### src/rtl/memory.sv
// Memory-access stage of the five-stage MIPS pipeline. It registers the
// execute->memory bundle, runs the lw/sw bus handshake, resolves branches,
// and feeds forwarding/hazard information back up the pipe.

package pipes;
    typedef logic [31:0] u32;
    typedef logic [4:0]  creg_addr_t;

    typedef struct packed {
        u32         pc_plus_4;
        u32         alu_result;
        u32         write_data;
        creg_addr_t write_reg;
        logic       reg_write;
        logic       mem_to_reg;
        logic       mem_write;
        logic       branch;
        logic       zero;
        u32         pc_branch;
    } e_m_reg_t;

    typedef struct packed {
        u32         pc_plus_4;
        u32         alu_result;
        u32         read_data;
        creg_addr_t write_reg;
        logic       reg_write;
        logic       mem_to_reg;
    } m_w_reg_t;
endpackage

module memory
    import pipes::*;
(
    input  logic            clk,
    input  logic            reset,
    input  e_m_reg_t        e_m_reg,
    input  logic            stall_m,
    input  logic            flush_m,
    memory_if.master        dbus,
    output m_w_reg_t        m_w_reg,
    output logic            pcsrc,
    output logic [31:0]     pc_branch,
    output logic [31:0]     aluout_fwd,
    output logic [4:0]      write_regM,
    output logic            reg_writeM,
    output logic            mem_busy,
    output logic            addr_err
);

    typedef enum logic [1:0] {
        ST_IDLE = 2'd0,
        ST_ADDR = 2'd1,
        ST_DATA = 2'd2,
        ST_DONE = 2'd3
    } state_e;

    // A bundle performs a bus access if it either loads or stores.
    function automatic logic is_memop(input e_m_reg_t x);
        return x.mem_to_reg | x.mem_write;
    endfunction

    // Word accesses only: any set bit in the low two address bits is an error.
    function automatic logic is_misaligned(input logic [31:0] addr);
        return addr[1:0] != 2'b00;
    endfunction

    state_e      state_q, state_d;
    e_m_reg_t    m_q, m_d;
    logic [31:0] rdata_q, rdata_d;
    logic        busy_s;
    logic        capture_s;
    logic        memop_s;
    logic        addr_err_s;

    // While a transaction is outstanding the stage must not accept new work.
    assign busy_s    = (state_q == ST_ADDR) || (state_q == ST_DATA);
    assign capture_s = !stall_m && !busy_s;

    // Next-state, pipeline-register and load-data computation.
    always_comb begin
        m_d     = m_q;
        state_d = state_q;
        rdata_d = rdata_q;
        if (capture_s) begin
            if (flush_m) begin
                m_d     = '0;
                state_d = ST_IDLE;
            end else begin
                m_d = e_m_reg;
                // A misaligned memop is captured but never reaches the bus.
                if (is_memop(e_m_reg) && !is_misaligned(e_m_reg.alu_result)) begin
                    state_d = ST_ADDR;
                end else begin
                    state_d = ST_IDLE;
                end
            end
        end else begin
            case (state_q)
                ST_ADDR: begin
                    if (dbus.dresp_addr_ok) begin
                        if (dbus.dresp_data_ok) begin
                            state_d = ST_DONE;
                            rdata_d = dbus.dresp_data;
                        end else begin
                            state_d = ST_DATA;
                        end
                    end else begin
                        state_d = ST_ADDR;
                    end
                end
                ST_DATA: begin
                    if (dbus.dresp_data_ok) begin
                        state_d = ST_DONE;
                        rdata_d = dbus.dresp_data;
                    end else begin
                        state_d = ST_DATA;
                    end
                end
                // Stray data_ok here is ignored; hold until the next capture.
                ST_IDLE, ST_DONE: state_d = state_q;
                default:          state_d = ST_IDLE;
            endcase
        end
    end

    // State, pipeline register and load data, cleared asynchronously.
    always_ff @(posedge clk or negedge reset) begin
        if (!reset) begin
            state_q <= ST_IDLE;
            m_q     <= '0;
            rdata_q <= 32'h0000_0000;
        end else begin
            state_q <= state_d;
            m_q     <= m_d;
            rdata_q <= rdata_d;
        end
    end

    assign memop_s    = m_q.mem_to_reg | m_q.mem_write;
    assign addr_err_s = memop_s && is_misaligned(m_q.alu_result);

    // Output decode; everything is a function of registered state only.
    always_comb begin
        dbus.dreq_valid  = 1'b0;
        dbus.dreq_write  = 1'b0;
        dbus.dreq_addr   = 32'h0000_0000;
        dbus.dreq_strobe = 4'b0000;
        dbus.dreq_data   = 32'h0000_0000;
        if (state_q == ST_ADDR) begin
            dbus.dreq_valid  = 1'b1;
            dbus.dreq_write  = m_q.mem_write;
            dbus.dreq_addr   = m_q.alu_result;
            dbus.dreq_strobe = m_q.mem_write ? 4'b1111 : 4'b0000;
            dbus.dreq_data   = m_q.write_data;
        end else begin
            dbus.dreq_valid  = 1'b0;
        end

        m_w_reg.pc_plus_4  = m_q.pc_plus_4;
        m_w_reg.alu_result = m_q.alu_result;
        m_w_reg.read_data  = rdata_q;
        m_w_reg.write_reg  = m_q.write_reg;
        // A faulting access must not update the register file.
        m_w_reg.reg_write  = m_q.reg_write & ~addr_err_s;
        m_w_reg.mem_to_reg = m_q.mem_to_reg;

        pcsrc      = m_q.branch & m_q.zero;
        pc_branch  = m_q.pc_branch;
        aluout_fwd = m_q.alu_result;
        write_regM = m_q.write_reg;
        reg_writeM = m_q.reg_write;
        mem_busy   = busy_s;
        addr_err   = addr_err_s;
    end

endmodule

### src/rtl/memory_if.sv
// Data-bus handshake between the memory stage (master) and the data memory
// or cache (slave). A request is held stable until dresp_addr_ok, and
// dresp_data_ok marks returned load data or a completed store.
interface memory_if;
    logic        dreq_valid;
    logic        dreq_write;
    logic [31:0] dreq_addr;
    logic [3:0]  dreq_strobe;
    logic [31:0] dreq_data;
    logic        dresp_addr_ok;
    logic        dresp_data_ok;
    logic [31:0] dresp_data;

    modport master (
        output dreq_valid, dreq_write, dreq_addr, dreq_strobe, dreq_data,
        input  dresp_addr_ok, dresp_data_ok, dresp_data
    );

    modport slave (
        input  dreq_valid, dreq_write, dreq_addr, dreq_strobe, dreq_data,
        output dresp_addr_ok, dresp_data_ok, dresp_data
    );
endinterface

### src/flat_wrapper.sv
// flat-port wrapper written by rule: the top's interface ports become plain ports
module memory_flat import pipes::*;
  (clk, reset, e_m_reg, stall_m, flush_m, m_w_reg, pcsrc, pc_branch, aluout_fwd, write_regM, reg_writeM, mem_busy, addr_err, dbus_dreq_valid, dbus_dreq_write, dbus_dreq_addr, dbus_dreq_strobe, dbus_dreq_data, dbus_dresp_addr_ok, dbus_dresp_data_ok, dbus_dresp_data);
  memory_if dbus_i ();
  input  logic clk;
  input  logic reset;
  input  e_m_reg_t e_m_reg;
  input  logic stall_m;
  input  logic flush_m;
  output m_w_reg_t m_w_reg;
  output logic pcsrc;
  output logic [31:0] pc_branch;
  output logic [31:0] aluout_fwd;
  output logic [4:0] write_regM;
  output logic reg_writeM;
  output logic mem_busy;
  output logic addr_err;
  output wire logic [$bits(dbus_i.dreq_valid)-1:0] dbus_dreq_valid;
  output wire logic [$bits(dbus_i.dreq_write)-1:0] dbus_dreq_write;
  output wire logic [$bits(dbus_i.dreq_addr)-1:0] dbus_dreq_addr;
  output wire logic [$bits(dbus_i.dreq_strobe)-1:0] dbus_dreq_strobe;
  output wire logic [$bits(dbus_i.dreq_data)-1:0] dbus_dreq_data;
  input wire logic [$bits(dbus_i.dresp_addr_ok)-1:0] dbus_dresp_addr_ok;
  input wire logic [$bits(dbus_i.dresp_data_ok)-1:0] dbus_dresp_data_ok;
  input wire logic [$bits(dbus_i.dresp_data)-1:0] dbus_dresp_data;
  assign dbus_dreq_valid = dbus_i.dreq_valid;
  assign dbus_dreq_write = dbus_i.dreq_write;
  assign dbus_dreq_addr = dbus_i.dreq_addr;
  assign dbus_dreq_strobe = dbus_i.dreq_strobe;
  assign dbus_dreq_data = dbus_i.dreq_data;
  assign dbus_i.dresp_addr_ok = dbus_dresp_addr_ok;
  assign dbus_i.dresp_data_ok = dbus_dresp_data_ok;
  assign dbus_i.dresp_data = dbus_dresp_data;
  memory u_core (.clk(clk), .reset(reset), .e_m_reg(e_m_reg), .stall_m(stall_m), .flush_m(flush_m), .dbus(dbus_i), .m_w_reg(m_w_reg), .pcsrc(pcsrc), .pc_branch(pc_branch), .aluout_fwd(aluout_fwd), .write_regM(write_regM), .reg_writeM(reg_writeM), .mem_busy(mem_busy), .addr_err(addr_err));
endmodule
### config.mk
export PLATFORM = sky130hd
export DESIGN_NAME = memory_flat
export DESIGN_NICKNAME = d
export VERILOG_FILES = /design/src/rtl/memory.sv /design/src/rtl/memory_if.sv /design/src/flat_wrapper.sv
export SDC_FILE = /design/constraint.sdc
export NUM_CORES = 1
export LEC_CHECK = 0
export ABC_CLOCK_PERIOD_IN_PS = 2700
export BUFFER_PORTS_ARGS = -buffer_cell sky130_fd_sc_hd__buf_4
export CAP_MARGIN = 15
export CELL_PAD_IN_SITES_DETAIL_PLACEMENT = 0
export CELL_PAD_IN_SITES_GLOBAL_PLACEMENT = 1
export CORE_MARGIN = 5
export CORE_UTILIZATION = 30
export CTS_CLUSTER_DIAMETER = 40
export DETAILED_ROUTE_END_ITERATION = 7
export MAX_ROUTING_LAYER = met4
export PLACE_DENSITY = 0.73
export SETUP_SLACK_MARGIN = 0.2
export SYNTH_ARGS = -nofsm -noshare
export SYNTH_HDL_FRONTEND = slang
export SYNTH_SLANG_ARGS = --single-unit
### constraint.sdc
create_clock -name clk -period 2.7 [get_ports clk]
set_input_delay 0.54 -clock clk [delete_from_list [all_inputs] [get_ports clk]]
set_output_delay 0.54 -clock clk [all_outputs]
set_load 0.1 [all_outputs]
==> metrics.log, run 1 <==
INFO  metric fmaxAchievable = between 0.4 and 0.5 GHz
INFO  metric crit-reg2reg-capture = u_core.rdata_q[31]
INFO  metric yosysSeqAreaShare = between 40% and 50%
INFO  metric postSynthRegisterBits = between 150 and 200
INFO  metric htree_num_levels = 4
INFO  metric n_antenna_cell = 0
INFO  metric cts_root_buffer = clkbuf_16
INFO  metric routed_wire_length_per_instance = between 15 and 20 microns
INFO  metric worst_r2r_path_depth = 5
INFO  metric yosys.cell_types.count = 27
INFO  metric finish.net_count = around 1,300
INFO  metric crit_family = buffers and inverters
INFO  metric synth-edff-count = 0
INFO  metric min_period = 2310 ps
INFO  metric rrSetupSlack = roughly 580 ps
INFO  metric synth_area_leader_cell = dfrtp_1
INFO  metric detail_route.wirelength = between 20 and 30 mm
INFO  metric synth_top_area_share = 48.5%
INFO  metric synth-async-reset-ratio = between 90% and 100%
INFO  metric via_count = roughly 6,500
INFO  metric reg2reg_launch_point = u_core.state_q[0]
INFO  metric die_y = 182 microns
INFO  metric pin_count_of_the_biggest_net_entering_global_routing = around 110
INFO  metric syn_inst = 903
INFO  metric globalRouteOverflowTotal = 0
INFO  metric final_antenna_net_count = 0
INFO  metric clock_sink_count = between 150 and 200
INFO  metric mostFrequentLayoutCells = buf_4 (389), dfrtp_1 (172), nand2b_1 (138), nand2_1 (138), o21ai_0 (135)
INFO  metric timing.final.crit_share = around 86%
INFO  metric critical_path_arrival = ~1800 ps
INFO  metric core_area = 29,400 sq um
INFO  metric run_status = completed
INFO  metric maxSlewHeadroom = between 50 and 60%
INFO  metric rows = 63
INFO  metric dp_hpwl = about 19 mm
INFO  metric first_global_vias = ~6,800
INFO  metric post_synth_instance_area = 8870 sq um
INFO  metric worst-path-buf-inv = 3
INFO  metric drt_drc_violations_left = 0
INFO  metric cts_tree = yes
INFO  metric cts_made_buffers = 17
INFO  metric fin_worst_skew = approximately 12 ps
INFO  metric cp_cell_sequence = inv_1 > ha_4 > buf_12 > and2_1 > buf_4
INFO  metric cp_max_fo = 55
INFO  metric synth_area_per_cell = slightly below 10 sq um
INFO  metric mostFrequentLayoutCell = buf_4
INFO  metric crit_required = 2160 ps
INFO  metric num_io_pins = roughly 420
INFO  metric synthTopCellsByArea = dfrtp_1 (49%), buf_4 (12%), nand2b_1 (9.8%)
INFO  metric vias_per_cell = roughly 4.2
INFO  metric sum_of_negative_setup_slack = 0 ps
INFO  metric worstMarginPinSlew = just over 600 ps
INFO  metric clock_edge_transition_at_the_registers_on_the_reported_setup_and_hold_paths = approximately 80 ps
INFO  metric syn_nets = around 1,100
INFO  metric final_max_slew_viol_count = 0
INFO  metric grt_setup_unrepaired = no
INFO  metric cpPeakStageDelay = 400 ps
INFO  metric clock_tree.buffer_depth = 2
INFO  metric worst_skew_pair.late_latency = ~420 ps
INFO  metric track_usage = 15.3%
INFO  metric largest_register_ff_count = 35
INFO  metric final_layout_size_suffix_gt1_share = between 40% and 50%
INFO  metric first_pass_iteration_count_of_the_detailed_router = 4
INFO  metric setup.worst_path.end_class = primary output
INFO  metric chipWidth = 182 microns
INFO  metric synthesis.yosys.warnings = 0
INFO  metric globalplace.congestion = around 0.8
INFO  metric die_area = 33,100 sq um
INFO  metric critPathSlowestCell = dfrtp_1
INFO  metric synthToLayoutAreaGrowth = 35.2%
INFO  metric grt_antenna_before_repair = 0
INFO  metric cp_class = reg2out
INFO  metric holdCritPathClass = in2async
INFO  metric setup_viol_count_final = 0
INFO  metric synth_top_flop_cell = dfrtp_1
INFO  metric grt_pass1_wl = between 30 and 40 mm
INFO  metric setup.worst_path.start_class = flip-flop
INFO  metric drt_iter0_drc = between 200 and 300
INFO  metric hold_viol_final = 0
INFO  metric io_buffer_count = around 420
INFO  metric start_util = between 30 and 40%
INFO  metric cap_viol_max_count = 0
==> cells by family (layout without fill, tap and decap cells) <==
group | count (synthesis) | count (layout) | share of synthesized area (%)
adders and majority gates | 3 | 3 | 0.423
AOI/OAI and AO/OA | 143 | 143 | 8.16
muxes | 32 | 32 | 5.33
DFF | 172 | 172 | 48.5
buffers and inverters | 203 | 468 | 16.7
and+or+nand+nor | 350 | 350 | 20.9
==> layer usage <==
metal	global-route usage [%]	part of all wire (%)
met1	16.8	39
met2	26.6	51
met3	5.51	9.1
met4	3.39	1.4
met5	-	0
==> layout make-up <==
cell class,instances,area (sq um)
clock inverter,14,154
multi-input combinational,528,3110
clock buffer,18,439
tap,390,488
fill,2894,17400
inverter,3,11.3
sequential,172,4300
timing repair buffer,433,3490
==> synth_stat cells (2+ instances only) <==
library cell	instances
inv_1	2
and2_1	66
buf_2	2
o21ai_0	135
mux2_2	2
clkbuf_1	35
dfrtp_1	172
nand2_1	138
nand2b_1	139
buf_6	17
o21ai_1	4
ha_1	3
mux2_4	30
buf_12	3
buf_4	143
==> per-stage QoR <==
step	setup WS, ps	hold WS (ps)	std cells	cell area [sq um]	util, %
after floorplan	210	244	903	8870	-
after global placement	607	453	1525	11200	38.2
after detailed placement	554	464	1525	11200	38.2
after CTS	216	93.0	1557	11800	40.3
after global routing	276	105	1558	12000	40.8
final	390	82.4	1558	12000	40.8
==> worst max-delay path by stage <==
stage                    endpoint  slack, ps                 start  cells past startpoint
2_1_floorplan          m_w_reg[1]        210  u_core.aluout_fwd[1]                      2
3_3_place_gp   dbus_dreq_data[28]        610     u_core.state_q[1]                      5
3_5_place_dp   dbus_dreq_data[13]        550     u_core.state_q[1]                      5
4_1_cts        dbus_dreq_data[13]        220     u_core.state_q[1]                      5
5_1_grt        dbus_dreq_data[20]        280     u_core.state_q[1]                      5
6_report        dbus_dreq_data[1]        390     u_core.state_q[1]                      5
==> what timing repair did <==
action | CTS | global route
buffers inserted | 0 | 1
gates resized for setup | 1 | 35
gates cloned | 0 | 0
endpoints found under the setup margin | 55 | 55
hold buffers | 0 | 0
Power of run 1 is left out: the tool's default activity adds up to more than one toggle a clock period on the data nets, which glitch-free logic cannot reach.
==> inputs of run 2 (changes only) <==
--- a/config.mk
+++ b/config.mk
@@ -5,17 +5,18 @@
 export SDC_FILE = /design/constraint.sdc
 export NUM_CORES = 1
 export LEC_CHECK = 0
-export ABC_CLOCK_PERIOD_IN_PS = 2700
+export ABC_CLOCK_PERIOD_IN_PS = 2000
 export BUFFER_PORTS_ARGS = -buffer_cell sky130_fd_sc_hd__buf_4
 export CAP_MARGIN = 15
 export CELL_PAD_IN_SITES_DETAIL_PLACEMENT = 0
 export CELL_PAD_IN_SITES_GLOBAL_PLACEMENT = 1
 export CORE_MARGIN = 5
-export CORE_UTILIZATION = 30
+export CORE_UTILIZATION = 31
 export CTS_CLUSTER_DIAMETER = 40
 export DETAILED_ROUTE_END_ITERATION = 7
 export MAX_ROUTING_LAYER = met4
-export PLACE_DENSITY = 0.73
+export PLACE_DENSITY = 0.78
+export RECOVER_POWER = 100
 export SETUP_SLACK_MARGIN = 0.2
 export SYNTH_ARGS = -nofsm -noshare
 export SYNTH_HDL_FRONTEND = slang
==> constraint.sdc (replaced) <==
create_clock -name clk -period 2 [get_ports clk]
set_input_delay 0.4 -clock clk [delete_from_list [all_inputs] [get_ports clk]]
set_output_delay 0.4 -clock clk [all_outputs]
set_load 0.1 [all_outputs]
==> run 2 against run 1 <==
Against the previous run:
- the run now ends with negative setup slack left
- hold slack improved by 120 ps
- critical endpoint is now dbus_dreq_data[25]
- clock skew about the same
- worst setup slack got worse by 510 ps
==> metrics.log, run 2 (synthesis results as in run 1) <==
INFO  metric dp_hpwl = 19.0 mm (-1.1%)
INFO  metric routed_wire_length_per_instance = 18.0 microns (+10%)
INFO  metric finish.net_count = 1,378 (+3.3%)
INFO  metric globalRouteOverflowTotal = 0 (unchanged)
INFO  metric clock_sink_count = 172 (unchanged)
INFO  metric first_pass_iteration_count_of_the_detailed_router = 4 (unchanged)
INFO  metric post-place-cells = 1,529 (+0.26%)
INFO  metric clock_edge_transition_at_the_registers_on_the_reported_setup_and_hold_paths = 80 ps (about the same)
INFO  metric cts_root_buffer = clkbuf_16
INFO  metric die_y = 179 microns (-1.5%)
INFO  metric multi_input_area = 3730 sq um (+20%)
INFO  metric globalplace.congestion = 0.777 (-4.2%)
INFO  metric vias_per_cell = 4.41 (+5.1%)
INFO  metric n_antenna_cell = 0 (unchanged)
INFO  metric core_area = 28,500 sq um (-3.2%)
INFO  metric track_usage = 16.4% (+1.1 points)
INFO  metric pin_count_of_the_biggest_net_entering_global_routing = 93 (-15%)
INFO  metric mostFrequentLayoutCells = buf_4 (187), clkbuf_2 (178), dfrtp_1 (169), nand2b_1 (138), nand2_1 (85)
INFO  metric min_period = roughly 2100 ps
INFO  metric start_util = 31.1% (+0.99 points)
INFO  metric via_count = 7,033 (+7.6%)
INFO  metric failed_checks = negative setup slack
INFO  metric cp_max_fo = 7 (-87%)
INFO  metric worstMarginPinSlew = 1200 ps (+589 ps)
INFO  metric synthToLayoutAreaGrowth = 53.0%
INFO  metric maxSlewHeadroom = 20.0% (-39 points)
INFO  metric mostFrequentLayoutCell = buf_4
INFO  metric drt_iter0_drc = 252 (-3.1%)
INFO  metric clock_tree.buffer_depth = 2 (unchanged)
INFO  metric grt_antenna_before_repair = 0 (unchanged)
INFO  metric grt_pass1_wl = 39.7 mm (+2.3%)
INFO  metric worst_skew_pair.late_latency = 430 ps (about the same)
INFO  metric fmaxAchievable = approximately 0.47 GHz
INFO  metric cap_viol_max_count = 0 (unchanged)
INFO  metric hold_viol_final = 0 (unchanged)
INFO  metric detail_route.wirelength = 28.7 mm (+13%)
INFO  metric post_layout_nonfiller_instances = 1,596 (+2.4%)
INFO  metric final_max_slew_viol_count = 0 (unchanged)
INFO  metric timing.hold.ws = 199 ps (+117 ps)
INFO  metric setup.worst_path.start_class = flip-flop
INFO  metric rows = 62 (-1.6%)
INFO  metric final_layout_size_suffix_gt1_share = 58.7% (+16 points)
INFO  metric layout.filler_cells = 2,665 (-7.9%)
INFO  metric grt_setup_unrepaired = yes
INFO  metric layout_setup_ws = -119 ps (-509 ps)
INFO  metric io_buffer_count = 421 (unchanged)
INFO  metric timing.final.crit_share = 106%
INFO  metric fin_worst_skew = 11.5 ps (+0.0343 ps)
INFO  metric chipWidth = 179 microns (-1.5%)
INFO  metric cp_class = reg2out
INFO  metric first_global_vias = 6,952 (+2.7%)
INFO  metric cts_tree = yes
INFO  metric final_antenna_net_count = 0 (unchanged)
INFO  metric cts_made_buffers = 17 (unchanged)
INFO  metric register_area = 4310 sq um (about the same)
INFO  metric holdCritPathClass = in2reg
INFO  metric setup_viol_count_final = 100 (+100)
INFO  metric die_area = 32,100 sq um (-3.0%)
INFO  metric drt_drc_violations_left = 0 (unchanged)
INFO  metric htree_num_levels = 4 (unchanged)
INFO  metric num_io_pins = 422 (unchanged)
INFO  metric crit_required = 1600 ps (-560 ps)
INFO  metric setup.worst_path.end_class = primary output
INFO  metric critical_path_arrival = 1720 ps (-50 ps)
INFO  metric run_status = complete, but fails checks
INFO  metric largest_register_ff_count = 35 (unchanged)
-- run 2: timing repair --
| action | in CTS | in global routing |
|---|---|---|
| hold buffers | 1 | 0 |
| endpoints found under the hold margin | 38 | 0 |
| cloned | 2 | 10 |
| setup endpoints to repair | 81 | 191 |
| resized for setup | 304 | 152 |
| buffers inserted | 15 | 7 |
| pin swaps | 13 | 86 |
-- run 2: metrics by stage --
step                      utilization (%)  area [sq um]  TNS (ps)  setup WS (ps)
after CTS                            46.9         13400     -6950           -146
after floorplan                         -          9100         0           5.19
after global placement               40.5         11500         0            191
after detailed placement             40.5         11500         0            155
after global routing                 47.7         13600    -27090           -195
final                                47.7         13600     -5550           -119
-- run 2: routing by layer --
layer	vias up	part of all wire [%]	track usage, %
li1	3326	-	-
met1	3388	41	19.8
met2	287	50	27.1
met3	32	7.8	4.85
met4	0	1.8	4.16
met5	-	0	-
-- run 2: worst max-delay path, cell delays in order, from the launching register on --
cell       delay (ps)
dfrtp_1           390
inv_2              80
ha_4              190
buf_12            150
clkbuf_16         160
and2_4            160
buf_12            170
-- run 2: worst paths after layout --
path	from	to	slack, ps	cells past startpoint
min in group asynchronous	reset	u_core.m_w_reg[71]	760	2
hold / removal	dbus_dresp_data[12]	u_core.rdata_q[12]	200	2
setup reg to reg	u_core.state_q[0]	u_core.rdata_q[30]	-40	8
hold reg to reg	u_core.m_q[72]	u_core.m_q[72]	480	2
max in group asynchronous	reset	u_core.state_q[0]	140	3
setup / recovery	u_core.state_q[1]	dbus_dreq_data[25]	-120	6
-- run 2: layout make-up --
cell class | count | share of cell area (%)
multi-input cells | 528 | 27.5
flip-flops and latches | 172 | 31.7
repair buffers | 477 | 32.7
inverters | 3 | 0.101
clock inverters | 14 | 1.22
well taps | 384 | 3.54
clock buffers | 18 | 3.16
Power of run 2 is left out for the same reason.
